$ cat config.mk
export PLATFORM = sky130hd
export DESIGN_NAME = addr_pipe_chain
export DESIGN_NICKNAME = d
export VERILOG_FILES = /design/src/rtl/addr_pipe_chain.sv
export SDC_FILE = /design/constraint.sdc
export NUM_CORES = 1
export LEC_CHECK = 0
export CAP_MARGIN = 15
export CORE_ASPECT_RATIO = 1.2
export CORE_UTILIZATION = 42
export CTS_BUF_LIST = sky130_fd_sc_hd__clkbuf_16
export DETAILED_ROUTE_END_ITERATION = 6
export DONT_BUFFER_PORTS = 1
export GPL_ROUTABILITY_DRIVEN = 0
export HOLD_SLACK_MARGIN = 0.15
export PLACE_DENSITY = 0.56
export RECOVER_POWER = 50
export SLEW_MARGIN = 30
export SYNTH_ARGS = -nofsm -noshare
export SYNTH_HDL_FRONTEND = slang
export SYNTH_SLANG_ARGS = --single-unit
$ cat constraint.sdc
create_clock -name clk -period 0.8 [get_ports clk]
set_input_delay 0.08 -clock clk [delete_from_list [all_inputs] [get_ports clk]]
set_output_delay 0.08 -clock clk [all_outputs]
set_load 0.05 [all_outputs]
$ cat src/rtl/addr_pipe_chain.sv
// addr_pipe_chain: chain of register-address pipeline stages (ID/EX .. MEM/WB).
// Every stage holds {valid, rd, wen}. Stage 0 also holds rs1/rs2 for the EX
// operand muxes. All stages update on the falling edge of clk.
//
// Optional feature macro: ADDR_PIPE_FWD_EN
//   defined   -> fwd_rs1_sel/fwd_rs2_sel name the youngest stage k in 1..STAGES-1
//                whose valid write targets stage-0 rs1/rs2 (0 = no forwarding)
//   undefined -> both selects tie to 0 and no comparators are built
//
// Flow control (no ready path; the decode side owns back-pressure):
//   in_valid marks a real instruction in the decode slot. stall holds stage 0
//   and drops a bubble into stage 1. flush turns the stage 0 capture into a
//   bubble and wins over stall. Stages 2 and later always advance.
module addr_pipe_chain #(
  parameter int ADDR_W = 5,
  parameter int STAGES = 3,
  localparam int SEL_W = $clog2(STAGES)
) (
  input  logic                     clk,
  input  logic                     rst_n,
  input  logic                     in_valid,
  input  logic [ADDR_W-1:0]        rs1_in,
  input  logic [ADDR_W-1:0]        rs2_in,
  input  logic [ADDR_W-1:0]        rd_in,
  input  logic                     wen_in,
  input  logic                     stall,
  input  logic                     flush,
  output logic [ADDR_W-1:0]        rs1_out,
  output logic [ADDR_W-1:0]        rs2_out,
  output logic [ADDR_W-1:0]        rd_out,
  output logic                     wen_out,
  output logic                     valid_out,
  output logic [ADDR_W-1:0]        wb_rd,
  output logic                     wb_wen,
  output logic [STAGES*ADDR_W-1:0] stage_rd,
  output logic [STAGES-1:0]        stage_wen,
  output logic [SEL_W-1:0]         fwd_rs1_sel,
  output logic [SEL_W-1:0]         fwd_rs2_sel
);

  // Stage 0 source registers (only the ID/EX stage feeds operand muxes)
  logic [ADDR_W-1:0] rs1_q, rs1_d;
  logic [ADDR_W-1:0] rs2_q, rs2_d;

  // Per-stage destination fields
  logic [STAGES-1:0] valid_q, valid_d;
  logic [STAGES-1:0] wen_q,   wen_d;
  logic [ADDR_W-1:0] rd_q [STAGES];
  logic [ADDR_W-1:0] rd_d [STAGES];

  // Next-state: stage 0 capture/hold/bubble, stage 1 bubble on stall, rest shift
  always_comb begin
    rs1_d   = rs1_q;
    rs2_d   = rs2_q;
    valid_d = valid_q;
    wen_d   = wen_q;
    for (int k = 0; k < STAGES; k++) rd_d[k] = rd_q[k];

    if (flush) begin
      valid_d[0] = 1'b0;
      rs1_d      = '0;
      rs2_d      = '0;
      rd_d[0]    = '0;
      wen_d[0]   = 1'b0;
    end else if (!stall) begin
      valid_d[0] = in_valid;
      rs1_d      = rs1_in;
      rs2_d      = rs2_in;
      rd_d[0]    = rd_in;
      wen_d[0]   = wen_in & in_valid;
    end

    if (stall) begin
      valid_d[1] = 1'b0;
      rd_d[1]    = '0;
      wen_d[1]   = 1'b0;
    end else begin
      valid_d[1] = valid_q[0];
      rd_d[1]    = rd_q[0];
      wen_d[1]   = wen_q[0];
    end

    for (int k = 2; k < STAGES; k++) begin
      valid_d[k] = valid_q[k-1];
      rd_d[k]    = rd_q[k-1];
      wen_d[k]   = wen_q[k-1];
    end
  end

  // Stage registers: falling-edge update, asynchronous clear to all-bubble
  always_ff @(negedge clk or negedge rst_n) begin
    if (!rst_n) begin
      rs1_q   <= '0;
      rs2_q   <= '0;
      valid_q <= '0;
      wen_q   <= '0;
      for (int k = 0; k < STAGES; k++) rd_q[k] <= '0;
    end else begin
      rs1_q   <= rs1_d;
      rs2_q   <= rs2_d;
      valid_q <= valid_d;
      wen_q   <= wen_d;
      for (int k = 0; k < STAGES; k++) rd_q[k] <= rd_d[k];
    end
  end

  // Flatten per-stage rd/wen; the valid AND keeps a bubble from ever reporting a write
  always_comb begin
    stage_rd  = '0;
    stage_wen = '0;
    for (int k = 0; k < STAGES; k++) begin
      stage_rd[k*ADDR_W +: ADDR_W] = rd_q[k];
      stage_wen[k]                 = wen_q[k] & valid_q[k];
    end
  end

  assign rs1_out   = rs1_q;
  assign rs2_out   = rs2_q;
  assign rd_out    = rd_q[0];
  assign wen_out   = stage_wen[0];
  assign valid_out = valid_q[0];
  assign wb_rd     = rd_q[STAGES-1];
  assign wb_wen    = stage_wen[STAGES-1];

`ifdef ADDR_PIPE_FWD_EN
  // Forwarding select: scan oldest to youngest so the youngest matching stage wins
  always_comb begin
    fwd_rs1_sel = '0;
    fwd_rs2_sel = '0;
    for (int k = STAGES-1; k >= 1; k--) begin
      if (valid_q[0] && valid_q[k] && wen_q[k] && (rd_q[k] != '0)) begin
        if (rd_q[k] == rs1_q) fwd_rs1_sel = SEL_W'(k);
        if (rd_q[k] == rs2_q) fwd_rs2_sel = SEL_W'(k);
      end
    end
  end
`else
  assign fwd_rs1_sel = '0;
  assign fwd_rs2_sel = '0;
`endif

endmodule

==> results.tsv <==
stage	metric	value	unit
outcome	status	finished, violations left	
outcome	violated checks	negative hold slack, negative setup slack	
timing	fin worst setup slack	-0.688	ns
worst_setup_path	reg2reg end	rs2_out[4]	
finish	Antenna Cells	0	
detailed_routing	post-route ant nets	0	
cts	clock slew at reported path FFs	0.04	ns
synth	Gate Count Post-Synth	103	
finish	area grow syn2layout	22.3	%
timing	Setup-failing EPs final	59	
worst_setup_path	Slowest-stage cell, CP	dfrtn_1	
worst_setup_path	critical path endpoint category	output port	
worst_setup_path	Max Fanout on Critical Path	2	
cts	CTS sink count	31	
cts	clk buf depth	2	
worst_setup_path	FF-to-FF Start	rs2_out[4]	
die	Die X-Extent	52.6	um
worst_setup_path	Worst setup SP type	register	
worst_setup_path	r2r setup slk	-0.16	ns
synth	post-synthesis register bit count	31	
global_routing	pin count of the biggest net entering global routing	32	
power	largest vdd supply drop	1620	uV
worst_setup_path	WP buf/inv	1	
finish	fin nets	125	
worst_setup_path	worst reg2reg path depth	2	
finish	post-layout instance area	1580	um^2
worst_setup_path	Crit Path Category	reg -> out	
cts	clk_lat worst skew	0.29	ns
synth	most common cell in the netlist	dfrtn_1	
worst_setup_path	Worst Path Arrival	1.41	ns
synth	number of synthesized flops with an enable pin	0	
global_routing	GRT overflow	0	
detailed_routing	routed via count	684	
synth	top cell type's share of synthesized area	0.602	
worst_setup_path	Critical path origin	wen_q[0]	
timing	worst-case hold slack	-0.228	ns
die	Core Area	2860	um^2
detailed_routing	WL final	1890	um
die	Die Y	62.7	um
global_routing	first-pass GRT wire length	3060	um
finish	# fillers	244	
timing	Slew Limit Fails	0	
die	Die ar.	3290	um^2
power	Leakage	0.787	nW
global_routing	gr usage total	0.133	
synth	post-synth cell types	14	
timing	RSZ-0062 raised after global routing	yes	
synth	post-synthesis sequential area ratio	0.602	
die	# IOs	66	
synth	top cells by area, synth	dfrtn_1 60%, mux2i_1 12%, buf_4 12%, nor2_1 4.7%, nor2b_1 3.4%	
detailed_routing	drt via density	4.99	
synth	Mapped Area	1290	um^2
worst_setup_path	Largest delay share family, worst path	flip-flops	
detailed_routing	Detailed Route Iter0 Violations	9	
cts	CTS Buf Count	5	
min_path	HP Class	in -> async	
cts	CTS root buf	clkbuf_16	
timing	Setup Skew	0.00410	ns
global_routing	initial antenna violation count	0	
finish	register area	776	um^2
synth	Most used DFF post-synth	dfrtn_1	
synth	Post-synth ARST share	1.00	
cts	H-tree depth	2	
flow_run	# Max-Cap Violations	0	
detailed_routing	drt pass-1 iters	3	
place	IO buf count	0	
worst_setup_path	crit-path max cell delay	0.40	ns
worst_setup_path	WP data required	0.72	ns
die	Starting Density	0.450	
synth	Yosys top cell by area	dfrtn_1	
detailed_routing	wire per inst	13.8	um
worst_setup_path	worst-path cell chain	and2_4 -> buf_12	
cts	CTS tree	built	
detailed_routing	drt drc	0	
power	power per standard cell area	2500	nW/um^2
worst_setup_path	Critical Path Stages	2	
worst_setup_path	Worst Setup EP	wen_out	
synth	Synth top cells by count	31 x dfrtn_1, 21 x buf_4, 16 x mux2i_1, 16 x nor2_1, 7 x nor2b_1	
die	row count	21	
synth	Synth Warn #	0	
finish	share of cells above drive strength 1	0.262	
timing	Hold Vio Cnt, Final	31	
synth	Avg Inst Size Synth	12.5	um^2
finish	area of the multi-input gates	332	um^2
place	Cell Area, Placed	1410	um^2
global_routing	vias in the first global route	702	
cell type report:
type / count / area share
sequential: 31 / 0.492
timing repair buffer: 17 / 0.189
clock inverter: 1 / 0.00238
tap: 34 / 0.0270
multi-input combinational: 49 / 0.210
clock buffer: 5 / 0.0794
worst min path at each step:
stage,from,slack (ns),to,cells past startpoint
CTS,rst_n,-0.23,rs2_out[2],0
global route,rst_n,-0.23,rs2_out[2],0
floorplan,rst_n,0.08,rd_out[0],0
finish,rst_n,-0.23,rs1_out[0],0
global placement,rst_n,0.08,valid_q[2],0
detailed placement,rst_n,0.08,wen_q[2],0
power by group:
group	internal [mW]	switching, mW
combinational	0.182	0.287
clock	1.09	0.530
sequential	1.66	0.188
through the flow:
step | utilization | setup TNS, ns | setup slack (ns) | power (mW) | cells
after CTS | 0.545 | -28.23 | -0.698 | 3.99 | 137
final | 0.550 | -27.77 | -0.688 | 3.94 | 137
after global placement | 0.493 | -14.77 | -0.371 | 2.31 | 130
after global routing | 0.550 | -29.33 | -0.716 | 4.07 | 137
after floorplan | - | -22.18 | -0.892 | 2.32 | 106
after detailed placement | 0.493 | -15.32 | -0.396 | 2.32 | 130
layer usage:
metal | global-route usage | routed length (um)
met5 | 0 | 0
met1 | 0.126 | 639
met3 | 0.0681 | 215
met2 | 0.218 | 995
met4 | 0.0789 | 36
cells in the final DEF, fill, tap and decap left out, drive strengths merged, types with 3 or more instances in the layout:
cell	count
and2	3
buf	17
clkbuf	5
conb	4
dfrtn	31
mux2i	16
nor2	16
nor2b	7
flip-flops by register name, indices dropped and copies added, names as in the netlist:
register and count:
rd_out 5, rs1_out 5, rs2_out 5, stage_rd 5, valid_q 3, wb_rd 5, wen_q 3
timing repair:
| item | 4_1_cts | 5_1_grt |
|---|---|---|
| gates resized for setup | 3 | 3 |
| setup endpoints to repair | 60 | 60 |
| hold endpoints to repair | 31 | 31 |
| setup buffers | 1 | 0 |
| pin swaps | 2 | 1 |
cells by family after synthesis:
logic type,synth area share
DFF,0.602
and+or+nand+nor,0.104
buffers and inverters,0.163
muxes,0.124
AOI/OAI and AO/OA,0.00388
other,0.00291
Note: power is estimated with default switching activity, not from simulation.
